$ cat src/rtl/dl_cycle_reporter.sv
// -----------------------------------------------------------------------------
// dl_cycle_reporter
//
// Purpose:
//   Collects the per-process cycle-detected flags from the dataflow deadlock
//   detect units and picks one process (the lowest flagged index) as the
//   token origin. The detection must stay put for CONFIRM_CYCLES cycles
//   before it is treated as a real deadlock. Once it is confirmed, the block
//   broadcasts dl_detect_out and offers one report record on a valid/ready
//   port. After the record is taken, the block stays latched until reset.
//
// Ports:
//   dl_clock       in   single clock, rising edge
//   dl_reset       in   asynchronous active-low reset
//   dl_in_vec      in   [N_PROC]  per-process cycle-detected flags
//   all_finish     in   design-under-test completed; masks every flag
//   trans_in_cnt   in   [CNT_W]   start count of the tracked process
//   trans_out_cnt  in   [CNT_W]   done count of the tracked process
//   dl_detect_out  out  confirmed-deadlock flag (REPORT and LATCHED)
//   origin         out  [N_PROC]  one-hot token-origin select
//   token_clear    out  one-cycle pulse that clears circulating tokens
//   rpt_valid      out  report record valid
//   rpt_ready      in   report consumer accept
//   rpt_proc       out  [PIDX_W]  index of the originating process
//   rpt_pending    out  [CNT_W]   outstanding transactions at confirmation
//   rpt_cycle      out  [32]      cycle-counter timestamp of confirmation
//   dbg_state      out  [2]       FSM state (0 IDLE, 1 CONFIRM, 2 REPORT,
//                                 3 LATCHED)
//   dbg_vec_m      out  [N_PROC]  effective (finish-masked) flag vector
//
// Report handshake:
//   rpt_valid is high for the whole REPORT state. The record (rpt_proc,
//   rpt_pending, rpt_cycle) is captured on entry to REPORT and holds steady.
//   A transfer happens on a rising edge where rpt_valid and rpt_ready are
//   both 1. rpt_valid never drops before that transfer. rpt_ready has no
//   effect in any other state.
// -----------------------------------------------------------------------------
module dl_cycle_reporter #(
  parameter int N_PROC         = 3,
  parameter int PIDX_W         = 2,
  parameter int CNT_W          = 16,
  parameter int CONFIRM_CYCLES = 4
) (
  input  logic                dl_clock,
  input  logic                dl_reset,
  input  logic [N_PROC-1:0]   dl_in_vec,
  input  logic                all_finish,
  input  logic [CNT_W-1:0]    trans_in_cnt,
  input  logic [CNT_W-1:0]    trans_out_cnt,
  output logic                dl_detect_out,
  output logic [N_PROC-1:0]   origin,
  output logic                token_clear,
  output logic                rpt_valid,
  input  logic                rpt_ready,
  output logic [PIDX_W-1:0]   rpt_proc,
  output logic [CNT_W-1:0]    rpt_pending,
  output logic [31:0]         rpt_cycle,
  output logic [1:0]          dbg_state,
  output logic [N_PROC-1:0]   dbg_vec_m
);

  typedef enum logic [1:0] {
    S_IDLE    = 2'd0,
    S_CONFIRM = 2'd1,
    S_REPORT  = 2'd2,
    S_LATCHED = 2'd3
  } state_t;

  localparam logic [7:0] CONFIRM_LIMIT = 8'(CONFIRM_CYCLES);

  state_t              state_q, state_d;
  logic [PIDX_W-1:0]   sel_q, sel_d;
  logic [7:0]          cnt_q, cnt_d;
  logic [31:0]         cyc_q;
  logic [PIDX_W-1:0]   proc_q, proc_d;
  logic [CNT_W-1:0]    pend_q, pend_d;
  logic [31:0]         rcyc_q, rcyc_d;

  logic [N_PROC-1:0]   vec_m;
  logic [PIDX_W-1:0]   low_idx;
  logic [N_PROC-1:0]   sel_oh;
  logic                sel_hit;
  logic [7:0]          cnt_inc;

  // Once the design under test has finished, no flag can count as a cycle.
  assign vec_m = dl_in_vec & {N_PROC{~all_finish}};

  // Lowest set index. The loop runs from the top down, so the lowest
  // hit is written last and wins.
  always_comb begin
    low_idx = '0;
    for (int i = N_PROC - 1; i >= 0; i--) begin
      if (vec_m[i]) begin
        low_idx = PIDX_W'(i);
      end
    end
  end

  // A one-hot mask avoids indexing vec_m with a select wider than needed.
  assign sel_oh  = N_PROC'(1) << sel_q;
  assign sel_hit = |(vec_m & sel_oh);
  assign cnt_inc = cnt_q + 8'd1;

  // Free-running timestamp. It only wraps, and it has no other control.
  always_ff @(posedge dl_clock or negedge dl_reset) begin
    if (!dl_reset) begin
      cyc_q <= 32'd0;
    end else begin
      cyc_q <= cyc_q + 32'd1;
    end
  end

  // State and record registers
  always_ff @(posedge dl_clock or negedge dl_reset) begin
    if (!dl_reset) begin
      state_q <= S_IDLE;
      sel_q   <= '0;
      cnt_q   <= 8'd0;
      proc_q  <= '0;
      pend_q  <= '0;
      rcyc_q  <= 32'd0;
    end else begin
      state_q <= state_d;
      sel_q   <= sel_d;
      cnt_q   <= cnt_d;
      proc_q  <= proc_d;
      pend_q  <= pend_d;
      rcyc_q  <= rcyc_d;
    end
  end

  // Next state and outputs. origin and token_clear depend on the current
  // vec_m while in CONFIRM. This lets a dropped flag clear origin in the
  // same cycle as the token_clear pulse.
  always_comb begin
    state_d       = state_q;
    sel_d         = sel_q;
    cnt_d         = cnt_q;
    proc_d        = proc_q;
    pend_d        = pend_q;
    rcyc_d        = rcyc_q;
    origin        = '0;
    token_clear   = 1'b0;
    dl_detect_out = 1'b0;
    rpt_valid     = 1'b0;

    case (state_q)
      S_IDLE: begin
        if (|vec_m) begin
          sel_d   = low_idx;
          cnt_d   = 8'd0;
          state_d = S_CONFIRM;
        end
      end

      S_CONFIRM: begin
        // vec_m already carries the all_finish mask. Testing all_finish
        // here as well keeps its priority clear to the reader.
        if (all_finish || !sel_hit) begin
          token_clear = 1'b1;
          cnt_d       = 8'd0;
          state_d     = S_IDLE;
        end else begin
          origin = sel_oh;
          cnt_d  = cnt_inc;
          if (cnt_inc == CONFIRM_LIMIT) begin
            state_d = S_REPORT;
            proc_d  = sel_q;
            pend_d  = trans_in_cnt - trans_out_cnt;
            rcyc_d  = cyc_q;
          end
        end
      end

      S_REPORT: begin
        origin        = sel_oh;
        dl_detect_out = 1'b1;
        rpt_valid     = 1'b1;
        if (rpt_ready) begin
          state_d = S_LATCHED;
        end
      end

      S_LATCHED: begin
        origin        = sel_oh;
        dl_detect_out = 1'b1;
      end

      default: begin
        state_d = S_IDLE;
      end
    endcase
  end

  assign rpt_proc    = proc_q;
  assign rpt_pending = pend_q;
  assign rpt_cycle   = rcyc_q;
  assign dbg_state   = state_q;
  assign dbg_vec_m   = vec_m;

endmodule

$ cat config.mk
export PLATFORM = sky130hd
export DESIGN_NAME = dl_cycle_reporter
export DESIGN_NICKNAME = d
export VERILOG_FILES = /design/src/rtl/dl_cycle_reporter.sv
export SDC_FILE = /design/constraint.sdc
export NUM_CORES = 1
export LEC_CHECK = 0
export ABC_AREA = 1
export ABC_CLOCK_PERIOD_IN_PS = 2400
export CORE_MARGIN = 4
export CORE_UTILIZATION = 40
export DETAILED_ROUTE_END_ITERATION = 8
export HOLD_SLACK_MARGIN = 0.08
export SETUP_SLACK_MARGIN = 0.1
export SLEW_MARGIN = 20
export SYNTH_ARGS = -nofsm -noshare
export SYNTH_HDL_FRONTEND = slang
export SYNTH_SLANG_ARGS = --single-unit
$ cat constraint.sdc
create_clock -name dl_clock -period 2.4 [get_ports dl_clock]
set_input_delay 0.36 -clock dl_clock [delete_from_list [all_inputs] [get_ports dl_clock]]
set_output_delay 0.36 -clock dl_clock [all_outputs]
set_load 0.01 [all_outputs]
==> flow_metrics.env, run 1 <==
export IMPL_pwr_share_comb_pct=23.2
export IMPL_fillers=1253
export IMPL_netlist_area_leader_share_pct=43.2
export IMPL_min_period_ps=2200
export IMPL_power_internal_mw=2.80
export IMPL_area_growth_pct=28.6
export IMPL_tightest_slew_ps=600
export IMPL_finalSetupViolCount=0
export IMPL_synth_cell_types=31
export IMPL_yosys_warnings=0
export IMPL_ir_drop_mv=0.433
export IMPL_path_class="in2out"
export IMPL_io_pins=100
export IMPL_drt_iter0_markers=225
export IMPL_clk_pin_slew_ps=60
export IMPL_drc_errors=0
export IMPL_drv_slew=0
export IMPL_die_x_um=125
export IMPL_power_switching_mw=1.22
export IMPL_fin_nets=887
export IMPL_crit_arrival_ps=1840
export IMPL_seq_power_share_pct=42.7
export IMPL_hold_viol=0
export IMPL_required_ps=2040
export IMPL_cp_start_kind="input pin"
export IMPL_core_sq_um=13300
export IMPL_yosysTopAreaCell="dfrtp_1"
export IMPL_gp_congestion=0.918
export IMPL_p_per_area_nw_per_um2=574
export IMPL_hold_path_class="reg2reg"
export IMPL_synth_top_cells_by_area="dfrtp_1, nand2_1, inv_1"
export IMPL_clock_path_buffers=2
export IMPL_outcome="complete, no violations"
export IMPL_avgViaCountPerCell=4.73
export IMPL_initial_core_util_pct=40.9
export IMPL_total_power_mw=4.02
export IMPL_routed_wl_um=12900
export IMPL_skew_ps=8.94
export IMPL_power_leakage_nw=3.45
export IMPL_grt_pass1_wl_um=22100
export IMPL_gr_total_overflow=0
export IMPL_yosys_register_bits=94
export IMPL_drive_gt1_share_pct=7.74
export IMPL_slew_headroom_pct=59.7
export IMPL_rsz0062_at_grt="no"
export IMPL_multi_input_area_sq_um=2540
export IMPL_syn_cell_area_sq_um=5440
export IMPL_grt_pass1_vias=4702
export IMPL_num_rows=42
export IMPL_chipHeight_um=125
export IMPL_fmax_mhz=455
export IMPL_cts_tree="done"
export IMPL_antenna_found_initial=0
export IMPL_diodes=0
export IMPL_firstDrtPassIters=4
export IMPL_register_area_sq_um=2350
export IMPL_end_kind="output pin"
export IMPL_dieArea_sq_um=15500
export IMPL_wl_per_cell_um=12.9
export IMPL_synth_avg_cell_area_sq_um=7.72
export IMPL_power_frac_clock_pct=34.1
export IMPL_vias=4745
export IMPL_ys_seq_area_share_pct=43.2
export IMPL_cts_sinks=94
export IMPL_synth_nets=770
export IMPL_cp_max_fo=4
export IMPL_fin_util_pct=52.7
export IMPL_htreeDepth=3
export IMPL_maxCapViolCount=0
export IMPL_numCtsBuffers=9
export IMPL_syn_inst=705
export IMPL_dpl_hpwl_um=9990
export IMPL_hold_depth=2
export IMPL_cts_root_buf="clkbuf_16"
export IMPL_grt_max_degree=55
export IMPL_clk_latency_ps=350
export IMPL_ant_nets=0
export IMPL_fin_crit_sh_pct=91.5
export IMPL_sw_frac_of_total_pct=30.5
export IMPL_io_buffer_count=99
export IMPL_r2r_worst_path_cells=11
export IMPL_grtUsageTotal_pct=17.1
==> synth_stat cells <==
| master | n |
|---|---|
| xnor2_1 | 4 |
| ha_1 | 25 |
| xor2_2 | 1 |
| nand2_2 | 2 |
| buf_6 | 9 |
| inv_2 | 5 |
| a21oi_1 | 10 |
| nand4_1 | 14 |
| nor3_1 | 24 |
| fa_1 | 1 |
| and3_1 | 1 |
| nand3_2 | 1 |
| xor2_1 | 33 |
| o22ai_1 | 1 |
| nand3_1 | 38 |
| and2_1 | 2 |
| nor3b_1 | 2 |
| o21ai_2 | 10 |
| inv_1 | 113 |
| nand2_1 | 207 |
| clkbuf_1 | 2 |
| o21bai_1 | 1 |
| nor2_1 | 51 |
| o21ai_0 | 11 |
| or2_2 | 2 |
| o21ai_1 | 29 |
| dfrtp_1 | 94 |
| a21boi_0 | 1 |
| nor4_1 | 1 |
| nand3b_1 | 2 |
| nor2_2 | 8 |
==> path summary, 6_finish.rpt <==
| check | startpoint | endpoint | slack [ps] |
|---|---|---|---|
| worst max register to register | cnt_q[0] | rpt_cycle[18] | 340 |
| min in group asynchronous | dl_reset | rpt_cycle[22] | 520 |
| worst min-delay path | rpt_pending[10] | rpt_pending[10] | 480 |
| worst max-delay path | all_finish | origin[1] | 200 |
| max in group asynchronous | dl_reset | rpt_pending[7] | 1210 |
| worst min register to register | rpt_pending[10] | rpt_pending[10] | 480 |
==> layout by cell type, fill, tap and decap left out, types with 10 or more instances in the layout <==
| master | instances |
|---|---|
| a21oi_1 | 10 |
| buf_4 | 15 |
| clkdlybuf4s50_1 | 94 |
| dfrtp_1 | 93 |
| ha_1 | 25 |
| inv_1 | 113 |
| nand2_1 | 207 |
| nand3_1 | 38 |
| nand4_1 | 14 |
| nor2_1 | 50 |
| nor3_1 | 24 |
| o21ai_0 | 11 |
| o21ai_1 | 29 |
| o21ai_2 | 10 |
| xor2_1 | 33 |
==> flip-flops by register name (all words and copies together) (netlist names) <==
signal	cells
cnt_q	8
cyc_q	32
dbg_state	2
rpt_cycle	32
rpt_pending	16
rpt_proc	2
sel_q	2
==> critical path: stages <==
cell             delay (ps)
clkdlybuf4s50_1         490
nor2_1                  180
nand2_1                  80
nand3_2                  80
nand2_1                  70
inv_2                    60
o21bai_2                 70
nor3_1                  140
dlygate4sd2_1           300
==> routing by layer <==
metal | vias to the layer above | share of wire, % | global-route usage (%)
met1 | 2197 | 48 | 23.5
li1 | 2429 | - | -
met5 | - | 0 | 0
met3 | 13 | 4.9 | 4.16
met2 | 106 | 45 | 26.8
met4 | 0 | 1.4 | 5.16
==> metrics by stage <==
| step | setup slack [ps] | hold WS, ps | instance area, sq um | setup TNS (ps) | instances |
|---|---|---|---|---|---|
| 3_3_place_gp | -1.46 | 370 | 6690 | -1.46 | 984 |
| 5_1_grt | 117 | 493 | 7000 | 0 | 1003 |
| 6_report | 203 | 484 | 7000 | 0 | 1003 |
| 2_1_floorplan | 636 | 64.4 | 5440 | 0 | 705 |
| 3_5_place_dp | -113 | 377 | 6690 | -281 | 984 |
| 4_1_cts | 100 | 482 | 6980 | 0 | 1001 |
==> power groups by stage <==
stage / clock network [mW] / registers, mW / logic, mW
6_report: 1.37 / 1.72 / 0.932
5_1_grt: 1.48 / 1.73 / 1.06
4_1_cts: 1.40 / 1.73 / 0.913
2_1_floorplan: 0 / 1.75 / 0.512
3_3_place_gp: 0 / 1.75 / 0.899
3_5_place_dp: 0 / 1.75 / 0.909
==> timing repair <==
item | CTS | global route
setup buffers | 0 | 2
cloned | 0 | 0
endpoints found under the hold margin | 36 | 0
hold buffers | 1 | 0
endpoints found under the setup margin | 3 | 4
resized for setup | 5 | 2
==> logic make-up after synthesis <==
logic type | after synthesis | share of synthesized area (%)
buffers and inverters | 129 | 10.1
adders and majority gates | 26 | 6.11
and+or+nand+nor | 355 | 27.7
DFF | 94 | 43.2
xor gates and xnor gates | 38 | 6.25
AOI/OAI and AO/OA | 63 | 6.60
==> area by class of cell <==
class | instances | area share (%)
repair buffers | 117 | 16.6
clock inverters | 4 | 0.429
clock buffers | 12 | 3.52
flip-flops and latches | 94 | 33.6
multi-input cells | 482 | 36.4
well taps | 176 | 3.15
inverters | 118 | 6.33
Note: power is estimated with default switching activity, not from simulation.
==> run 2, diff against run 1 <==
==> constraint.sdc (replaced) <==
create_clock -name dl_clock -period 2.4 [get_ports dl_clock]
set_input_delay 0.36 -clock dl_clock [delete_from_list [all_inputs] [get_ports dl_clock]]
set_output_delay 0.36 -clock dl_clock [all_outputs]
set_load 0.05 [all_outputs]
==> flow_metrics.env, run 2 (synthesis results as in run 1) <==
export IMPL_skew_ps=6.68
export IMPL_slew_headroom_pct=62.0
export IMPL_total_power_mw=4.32
export IMPL_final_cell_mix="nand2_1, inv_1, dfrtp_1, clkdlybuf4s50_1, nor2_1"
export IMPL_dp_slack_ps=115
export IMPL_hold_path_class="reg2reg"
export IMPL_outcome="complete, no violations"
export IMPL_routed_wl_um=12800
export IMPL_antenna_found_initial=0
export IMPL_design_area_sq_um=7070
export IMPL_hold_viol=0
export IMPL_vias=4709
export IMPL_ir_drop_mv=0.600
export IMPL_grtUsageTotal_pct=16.9
export IMPL_grt_pass1_vias=4598
export IMPL_crit_start="dl_in_vec[1]"
export IMPL_whs_endpoint="cyc_q[13]"
export IMPL_cts_tree="done"
export IMPL_htreeDepth=3
export IMPL_wl_per_cell_um=12.8
export IMPL_chipHeight_um=125
export IMPL_io_buffer_count=99
export IMPL_path_class="in2out"
export IMPL_drv_slew=0
export IMPL_clk_pin_slew_ps=60
export IMPL_end_kind="output pin"
export IMPL_setup_tns_ps=0
export IMPL_io_pins=100
export IMPL_drc_errors=0
export IMPL_hold_depth=1
export IMPL_avgViaCountPerCell=4.72
export IMPL_grt_max_degree=56
export IMPL_fin_util_pct=53.2
export IMPL_rsz0062_at_grt="no"
export IMPL_p_per_area_nw_per_um2=611
export IMPL_crit_arrival_ps=1800
export IMPL_r2r_start="cnt_q[0]"
export IMPL_drive_gt1_share_pct=9.49
export IMPL_min_from="cyc_q[13]"
export IMPL_fmax_mhz=463
export IMPL_cts_sinks=94
export IMPL_r2r_end="rpt_pending[13]"
export IMPL_cp_start_kind="input pin"
export IMPL_gp_congestion=0.896
export IMPL_area_growth_pct=29.8
export IMPL_numCtsBuffers=9
export IMPL_cts_root_buf="clkbuf_16"
export IMPL_dpl_hpwl_um=10100
export IMPL_gr_total_overflow=0
export IMPL_setup_slack_ps=241
export IMPL_fin_crit_sh_pct=90.0
export IMPL_ant_nets=0
export IMPL_dieArea_sq_um=15500
export IMPL_final_common_cell="nand2_1"
export IMPL_required_ps=2040
export IMPL_clock_path_buffers=2
export IMPL_place_area_sq_um=6720
export IMPL_diodes=0
export IMPL_firstDrtPassIters=5
export IMPL_tightest_slew_ps=568
export IMPL_initial_core_util_pct=40.9
export IMPL_cp_max_fo=3
export IMPL_drt_iter0_markers=222
export IMPL_r2r_worst_path_cells=10
export IMPL_num_rows=42
export IMPL_maxCapViolCount=0
export IMPL_clk_latency_ps=340
export IMPL_power_leakage_nw=3.44
export IMPL_fin_nets=882
export IMPL_rrSetupSlack_ps=340
export IMPL_core_sq_um=13300
export IMPL_min_period_ps=2160
export IMPL_die_x_um=125
export IMPL_finalSetupViolCount=0
export IMPL_grt_pass1_wl_um=21800
run 2: cell count changes in the layout (fill, tap and decap cells not counted), moves of 3 or more:
cell             previous run  this run
clkdlybuf4s50_1            94        88
nor3_4                      0         3
buf_12                      3         7
nor3_1                     24        21
dfrtp_2                     1         4
clkinv_4                    0         3
dfrtp_1                    93        90
run 2: area by class of cell:
cell class                      count  area [sq um]
Inverter                          118           443
Sequential cell                    94          2360
Multi-Input combinational cell    482          2600
Tap cell                          176           220
Clock inverter                      6          56.3
Fill cell                        1282          6230
Clock buffer                       10           229
Timing Repair Buffer              112          1160
run 2: per-layer routing:
layer	track usage, %	vias up	wire length, um
met2	26.6	109	5810
met5	0	-	0
met1	23.3	2163	6210
met4	5.29	0	165
met3	3.64	9	629
li1	-	2428	-
run 2: per-stage QoR:
| step | std cells | hold slack, ps |
|---|---|---|
| floorplan | 705 | 64.4 |
| global placement | 976 | 391 |
| detailed placement | 976 | 397 |
| CTS | 993 | 474 |
| global route | 998 | 489 |
| finish | 998 | 473 |
run 2: report_power, final:
group	switching [mW]	internal, mW
Sequential	0.0842	1.65
Combinational	0.757	0.470
Clock	0.638	0.723
Total	1.48	2.84
run 2: worst max path at each step:
stage	slack, ps	endpoint	cells after the start
after floorplan	120	origin[0]	6
after global placement	170	rpt_pending[12]	12
after detailed placement	120	origin[0]	9
after CTS	100	origin[0]	9
after global routing	100	rpt_pending[13]	10
final	240	origin[2]	10
run 2: timing repair:
| action | 4_1_cts | 5_1_grt |
|---|---|---|
| hold buffers | 1 | 0 |
| pin swaps | 0 | 3 |
| setup endpoints to repair | 4 | 3 |
| gates resized for setup | 3 | 2 |
| setup buffers | 0 | 5 |
| hold endpoints to repair | 39 | 0 |
run 2: worst max-delay path, cell delays in order:
cell and delay, ps:
clkdlybuf4s50_1 450, inv_1 60, nor2_2 140, nand2_1 80
nand3_2 80, nand2_1 100, inv_2 100, o21bai_4 100
nor3_4 170, buf_12 160
